===== config.mk =====
export PLATFORM = sky130hd
export DESIGN_NAME = mem_arbiter
export DESIGN_NICKNAME = d
export VERILOG_FILES = /design/src/rtl/mem_arbiter.sv
export SDC_FILE = /design/constraint.sdc
export NUM_CORES = 1
export LEC_CHECK = 0
export ABC_AREA = 1
export ABC_CLOCK_PERIOD_IN_PS = 3800
export CAP_MARGIN = 20
export CORE_ASPECT_RATIO = 2
export CORE_MARGIN = 1.5
export CORE_UTILIZATION = 55
export CTS_CLUSTER_DIAMETER = 100
export DETAILED_ROUTE_END_ITERATION = 12
export PLACE_DENSITY = 0.91
export SLEW_MARGIN = 10
export SYNTH_ARGS = -nofsm -noshare
export SYNTH_HDL_FRONTEND = slang
export SYNTH_SLANG_ARGS = --single-unit

===== constraint.sdc =====
create_clock -name clk_2 -period 3.8 [get_ports clk_2]
set_input_delay 0.95 -clock clk_2 [delete_from_list [all_inputs] [get_ports clk_2]]
set_output_delay 0.95 -clock clk_2 [all_outputs]
set_load 0.01 [all_outputs]

===== src/rtl/mem_arbiter.sv =====
// Two-requester round-robin arbiter in front of a small register-file memory, with a clear sweep.
// Optional seven-segment decode of rdata is enabled by defining MEM_ARB_SEG_EN.
module mem_arbiter #(
  parameter int ADDR_WIDTH = 2,
  parameter int DATA_WIDTH = 4
) (
  input  logic                  clk_2,
  input  logic                  reset,
  input  logic                  clr,
  input  logic                  a_req,
  input  logic                  a_we,
  input  logic [ADDR_WIDTH-1:0] a_addr,
  input  logic [DATA_WIDTH-1:0] a_wdata,
  input  logic                  b_req,
  input  logic                  b_we,
  input  logic [ADDR_WIDTH-1:0] b_addr,
  input  logic [DATA_WIDTH-1:0] b_wdata,
  output logic                  a_gnt,
  output logic                  b_gnt,
  output logic                  a_rvalid,
  output logic                  b_rvalid,
  output logic [DATA_WIDTH-1:0] rdata,
  output logic                  busy,
  output logic [7:0]            SEG,
  output logic                  state_dbg
);

  // Handshake: a requester holds req (with we/addr/wdata stable) until it sees gnt in the
  // same cycle; the access happens at that edge. Reads answer one cycle later with rvalid.

  localparam int DEPTH = 1 << ADDR_WIDTH;

  typedef enum logic {RUN = 1'b0, CLEAR = 1'b1} state_t;

  state_t                  state, state_nxt;
  logic                    last_b;
  logic [ADDR_WIDTH-1:0]   cnt;
  logic [DATA_WIDTH-1:0]   mem [DEPTH];
  logic                    gnt_any;
  logic                    sel_we;
  logic [ADDR_WIDTH-1:0]   sel_addr;
  logic [DATA_WIDTH-1:0]   sel_wdata;

  assign state_dbg = state;

  always_ff @(posedge clk_2 or posedge reset) begin
    if (reset) state <= RUN;
    else       state <= state_nxt;
  end

  always_comb begin
    state_nxt = state;
    a_gnt     = 1'b0;
    b_gnt     = 1'b0;
    busy      = 1'b0;
    case (state)
      RUN: begin
        if (clr) begin
          state_nxt = CLEAR;
        end else if (a_req && b_req) begin
          // tie goes to whoever was not served last
          a_gnt = last_b;
          b_gnt = ~last_b;
        end else begin
          a_gnt = a_req;
          b_gnt = b_req;
        end
      end
      CLEAR: begin
        busy = 1'b1;
        if (&cnt) state_nxt = RUN;
      end
      default: state_nxt = RUN;
    endcase
  end

  assign gnt_any   = a_gnt | b_gnt;
  assign sel_we    = a_gnt ? a_we    : b_we;
  assign sel_addr  = a_gnt ? a_addr  : b_addr;
  assign sel_wdata = a_gnt ? a_wdata : b_wdata;

  always_ff @(posedge clk_2 or posedge reset) begin
    if (reset) begin
      cnt    <= '0;
      last_b <= 1'b1;
    end else begin
      // counter wraps back to zero as the sweep finishes
      if (state == CLEAR) cnt <= cnt + 1'b1;
      if (a_gnt)      last_b <= 1'b0;
      else if (b_gnt) last_b <= 1'b1;
    end
  end

  always_ff @(posedge clk_2 or posedge reset) begin
    if (reset) begin
      for (int i = 0; i < DEPTH; i++) mem[i] <= '0;
    end else if (state == CLEAR) begin
      mem[cnt] <= '0;
    end else if (gnt_any && sel_we) begin
      mem[sel_addr] <= sel_wdata;
    end
  end

  always_ff @(posedge clk_2 or posedge reset) begin
    if (reset) begin
      rdata    <= '0;
      a_rvalid <= 1'b0;
      b_rvalid <= 1'b0;
    end else begin
      if (gnt_any && !sel_we) rdata <= mem[sel_addr];
      a_rvalid <= a_gnt & ~a_we;
      b_rvalid <= b_gnt & ~b_we;
    end
  end

`ifdef MEM_ARB_SEG_EN
  logic [3:0] seg_nib;
  assign seg_nib = 4'(rdata);

  always_comb begin
    SEG = 8'h00;
    case (seg_nib)
      4'h0: SEG = 8'h3F;
      4'h1: SEG = 8'h06;
      4'h2: SEG = 8'h5B;
      4'h3: SEG = 8'h4F;
      4'h4: SEG = 8'h66;
      4'h5: SEG = 8'h6D;
      4'h6: SEG = 8'h7D;
      4'h7: SEG = 8'h07;
      4'h8: SEG = 8'h7F;
      4'h9: SEG = 8'h6F;
      4'hA: SEG = 8'h77;
      4'hB: SEG = 8'h7C;
      4'hC: SEG = 8'h39;
      4'hD: SEG = 8'h5E;
      4'hE: SEG = 8'h79;
      4'hF: SEG = 8'h71;
      default: SEG = 8'h00;
    endcase
  end
`else
  assign SEG = 8'h00;
`endif

endmodule


* Word-level counts from Yosys, hierarchy flattened
Index checks and enable logic that the tools add are counted.
** Storage, ports and cells
- Bits in registers :: 26
- Input port bits :: 19
- Logic and storage cells :: 60
** Cells by class
- Muxes and demuxes :: 25
- Add/sub/neg operators :: 1
- Bitwise operators :: 11
- $lt $le $gt $ge :: 4
- Reduce and logical (&&, ||, !) cells :: 9
** Operators by type and width (count)
- $mux 16 :: 2
- $mux 4 :: 5
- $and 16x16->16 :: 1
- $bwmux 16 :: 1
- $demux 4 s2 :: 2
- $not 16->16 :: 1
- $mux 1 :: 12
- $bmux 4 s2 :: 1
- $ge 3x3->1 const B :: 2
- $lt 3x1->1 const B :: 2
- $not 2->3 :: 2
- $logic_and 1x1->1 :: 5
- $not 1->1 :: 4
- $reduce_bool 2->1 :: 2
- $add 2x1->2 const B :: 1
- $and 1x1->1 :: 2
- $mux 2 :: 1
- $pmux 1 s2 :: 1
- $reduce_and 2->1 :: 1
- $logic_not 1->1 :: 1
- $or 1x1->1 :: 1

* Longest topological paths before layout
- Word-level depth :: 13
- Depth in mapped cells :: 11
- Mapped depth without buffers :: 11

* Worst setup path after synthesis
No wires, ideal clock.
- Path kind :: input port to output port
- From :: input port a_req
- To :: output port a_gnt
- Stages on the path :: 4
- Required time :: 2850 ps
- Data arrival time :: 1600 ps
- Setup slack :: 1250 ps
- Cells stage by stage :: clkbuf_1 -> nand3_4 -> buf_6 -> inv_1
** Between the ends
- Longest elaborated chain between the ends :: 4
** RTL lines
- start: declaration :: line 10 : input logic a_req,
- $logic_and 1x1->1 :: line 60 : end else if (a_req && b_req) begin
- $mux 1 * :: line 60
- $mux 1 * :: line 58 : if (clr) begin
- $mux 1 * :: line 56 : case (state)
- end: declaration :: line 18 : output logic a_gnt,
Every way passes the cells marked *; elsewhere a longest branch is shown, timed or not.

* Worst setup path after layout
- From :: input port clr
- To :: output port b_gnt
** Between the ends
- Longest elaborated chain between the ends :: 2
** RTL lines
- start: declaration :: line 9 : input logic clr,
- $mux 1 :: line 58
- $mux 1 :: line 56
- end: declaration :: line 19 : output logic b_gnt,
Every way passes these cells.

==> metrics.md <==
| Metric | Value |
|---|---|
| Status | `complete, no violations` |
| CTS H-Tree Depth | `1` |
| Commonest non-fill, non-tap cell in the layout | `nand2_1` |
| CTS Buf Count | `3` |
| Final period utilization | `0.920` |
| Post-Syn Area | `0.00178 mm²` |
| Io pins | `37` |
| Post-CTS sizing | `0` |
| Post-layout min period | `3.49 ns` |
| Initial antenna violation count | `0` |
| Synth Instances | `262` |
| WS Path Type | `input port to primary output` |
| DRC errors left | `0` |
| Core footprint | `0.00312 mm²` |
| Cell row count | `29` |
| Crit-path max FO | `8` |
| Slew margin rel. | `0.346` |
| Worst setup path start | `clr` |
| Hold Path Stages | `2` |
| Synthesized area per cell | `6.79 µm²` |
| Largest net degree at the start of global routing | `27` |
| Reg2reg path depth | `10` |
| Arrival @ worst endpoint | `2.54 ns` |
| FF-to-FF Start | `last_b` |
| Largest family of logic cells by synthesized area | `simple AND/OR/NAND/NOR gates` |
| FFs w/ async S/R, synth | `1.00` |
| Post-synthesis mux area share | `0` |
| Wire per inst | `around 13 µm` |
| Detailed Routing Iterations Pass 1 | `4` |
| Congestion Overflow GR | `0` |
| Final Hold Fails | `0` |
| Pins Over Slew Limit | `0` |
| Post-synthesis cell type count | `24` |
| Number of buffers added on ports | `28` |
| Die area | `0.00361 mm²` |
| Type of the tightest min-delay check | `register to register` |
| Worst-Skew Late Latency | `0.27 ns` |
| Clock buffer depth | `2` |
| FF+latch count, synth | `26` |
| TNS Setup | `0 ns` |
| Die X | `~43 µm` |
| Crit path launch type | `input port` |
| XOR/XNOR Fraction of Synth Area | `0.00492` |
| Max-cap violations | `0` |
| HP Start | `rdata[0]` |
| Power Total | `0.00127 W` |
| Worst Tran Pin Value | `0.979 ns` |
| Hpwl dp | `3220 µm` |
| Area Overhead vs Synth | `18.8%` |
| CP endpoint kind | `primary output` |
| Die H | `83.4 µm` |
| FILL cells | `252` |
| Via Count | `between 1500 and 2000` |
| Vias per inst | `5.47` |
| Commonest cells after routing, fill and taps aside | `nand2_1 (123), nand3_1 (29), clkdlybuf4s50_1 (28), dfrtp_1 (25), inv_1 (23)` |
| Yosys Warn Count | `0` |
| RSZ-0062 raised after global routing | `no` |
| Fmax | `0.286 GHz` |
| CP required | `2.85 ns` |
| Compound-cell area share of the yosys netlist | `0.0366` |
| GP Congestion | `0.909` |
| Clk slew on worst S/H paths | `0.09 ns` |
| Final net count | `around 310` |
| Diodes inserted | `0` |
| Fin Clk Skew | `0.00371 ns` |
| Post-synthesis sequential area ratio | `0.366` |
| Setup Buffers After CTS | `0` |
| Initial Utilization | `0.570` |
| Vias in the first global route | `1659` |
| Ys flop type | `dfrtp_1` |
| Cts hold-fix bufs | `0` |
| First-pass GRT wire length | `7180 µm` |
| Setup violations, final | `0` |
| Iteration-0 DRC Markers | `83` |
| WL final | `~4200 µm` |
| P_leak | `1.17 nW` |
| Area share of fa/ha/maj cells after synthesis | `0.0281` |
| VDD IR max | `399 µV` |
| Root Buffer | `clkbuf_8` |
| CTS tree | `built` |
| Simple-gate area share of the yosys netlist | `0.461` |
| Remaining antenna violation count | `0` |
| Post-synth EDFFs | `0` |
| CTS sink count | `26` |
| Pwr dens | `between 500 and 600 mW/mm²` |
| Layout cells sized above 1 | `0.0934` |
| Global-route usage over all layers | `0.258` |
## cell usage after synthesis (3+ instances only)
library cell	number	share of area
nand2_2	7	0.025
nor2_1	4	0.0084
dfrtp_1	25	0.35
nand2_1	123	0.26
clkbuf_1	3	0.0063
ha_1	4	0.028
nand3_1	29	0.082
o21ai_0	9	0.025
inv_1	23	0.049
nor2_2	5	0.018
a21oi_1	3	0.0084
nor2_4	5	0.032
buf_4	9	0.038
nand4_1	3	0.011
## area by class of cell
cell class                 instances  area, µm²  share of cell area
timing repair buffer              29        288               0.136
inverter                          24       90.1              0.0426
tap                               31       38.8              0.0184
clock buffer                       3       41.3              0.0195
clock inverter                     1       30.0              0.0142
multi-input combinational        206        973               0.461
sequential                        26        652               0.308
## critical path, cell delays in order
cell and delay (ns):
clkdlybuf4s50_1 0.44, nor2_4 0.20, and2_1 0.16, inv_1 0.05
a21oi_1 0.17, clkdlybuf4s50_1 0.58
## kinds of logic after synthesis
family | Yosys count
adders and majority gates | 4
other | 1
DFF | 26
and+or+nand+nor | 180
AOI/OAI and AO/OA | 13
buffers and inverters | 37
xor gates and xnor gates | 1
## worst paths after layout
| kind | to | slack, ns |
|---|---|---|
| setup / recovery | b_gnt | 0.31 |
| max in group asynchronous | mem[15] | 2.01 |
| hold reg to reg | rdata[0] | 0.49 |
| setup reg to reg | mem[8] | 1.84 |
| min in group asynchronous | a_rvalid | 1.19 |
| hold / removal | rdata[0] | 0.49 |
## per-stage QoR
step / utilization / cells / setup WS [ns] / hold slack, ns / area (µm²)
2_1_floorplan: - / 269 / 1.25 / 0.466 / 1810
3_3_place_gp: 0.654 / 316 / 0.362 / 0.463 / 2040
3_5_place_dp: 0.654 / 316 / 0.305 / 0.469 / 2040
4_1_cts: 0.677 / 320 / 0.304 / 0.493 / 2110
5_1_grt: 0.677 / 320 / 0.182 / 0.526 / 2110
6_report: 0.677 / 320 / 0.305 / 0.489 / 2110
## registers in the layout, indices dropped and copies added, names as in the netlist
register	cells
cnt	2
b_rvalid	1
state_dbg	1
last_b	1
a_rvalid	1
rdata	4
mem	16
## power by group
group,internal [W],switching [W]
clock network,0.000141,0.0000906
logic,0.000221,0.000359
registers,0.000377,0.0000780
total,0.000740,0.000528
## per-layer routing
metal  global-route usage  part of all wire
met1                0.271              0.35
met4                0.171             0.057
met3               0.0239             0.048
met2                0.456              0.54
met5                    0                 0
Note: power is estimated with default switching activity, not from simulation.
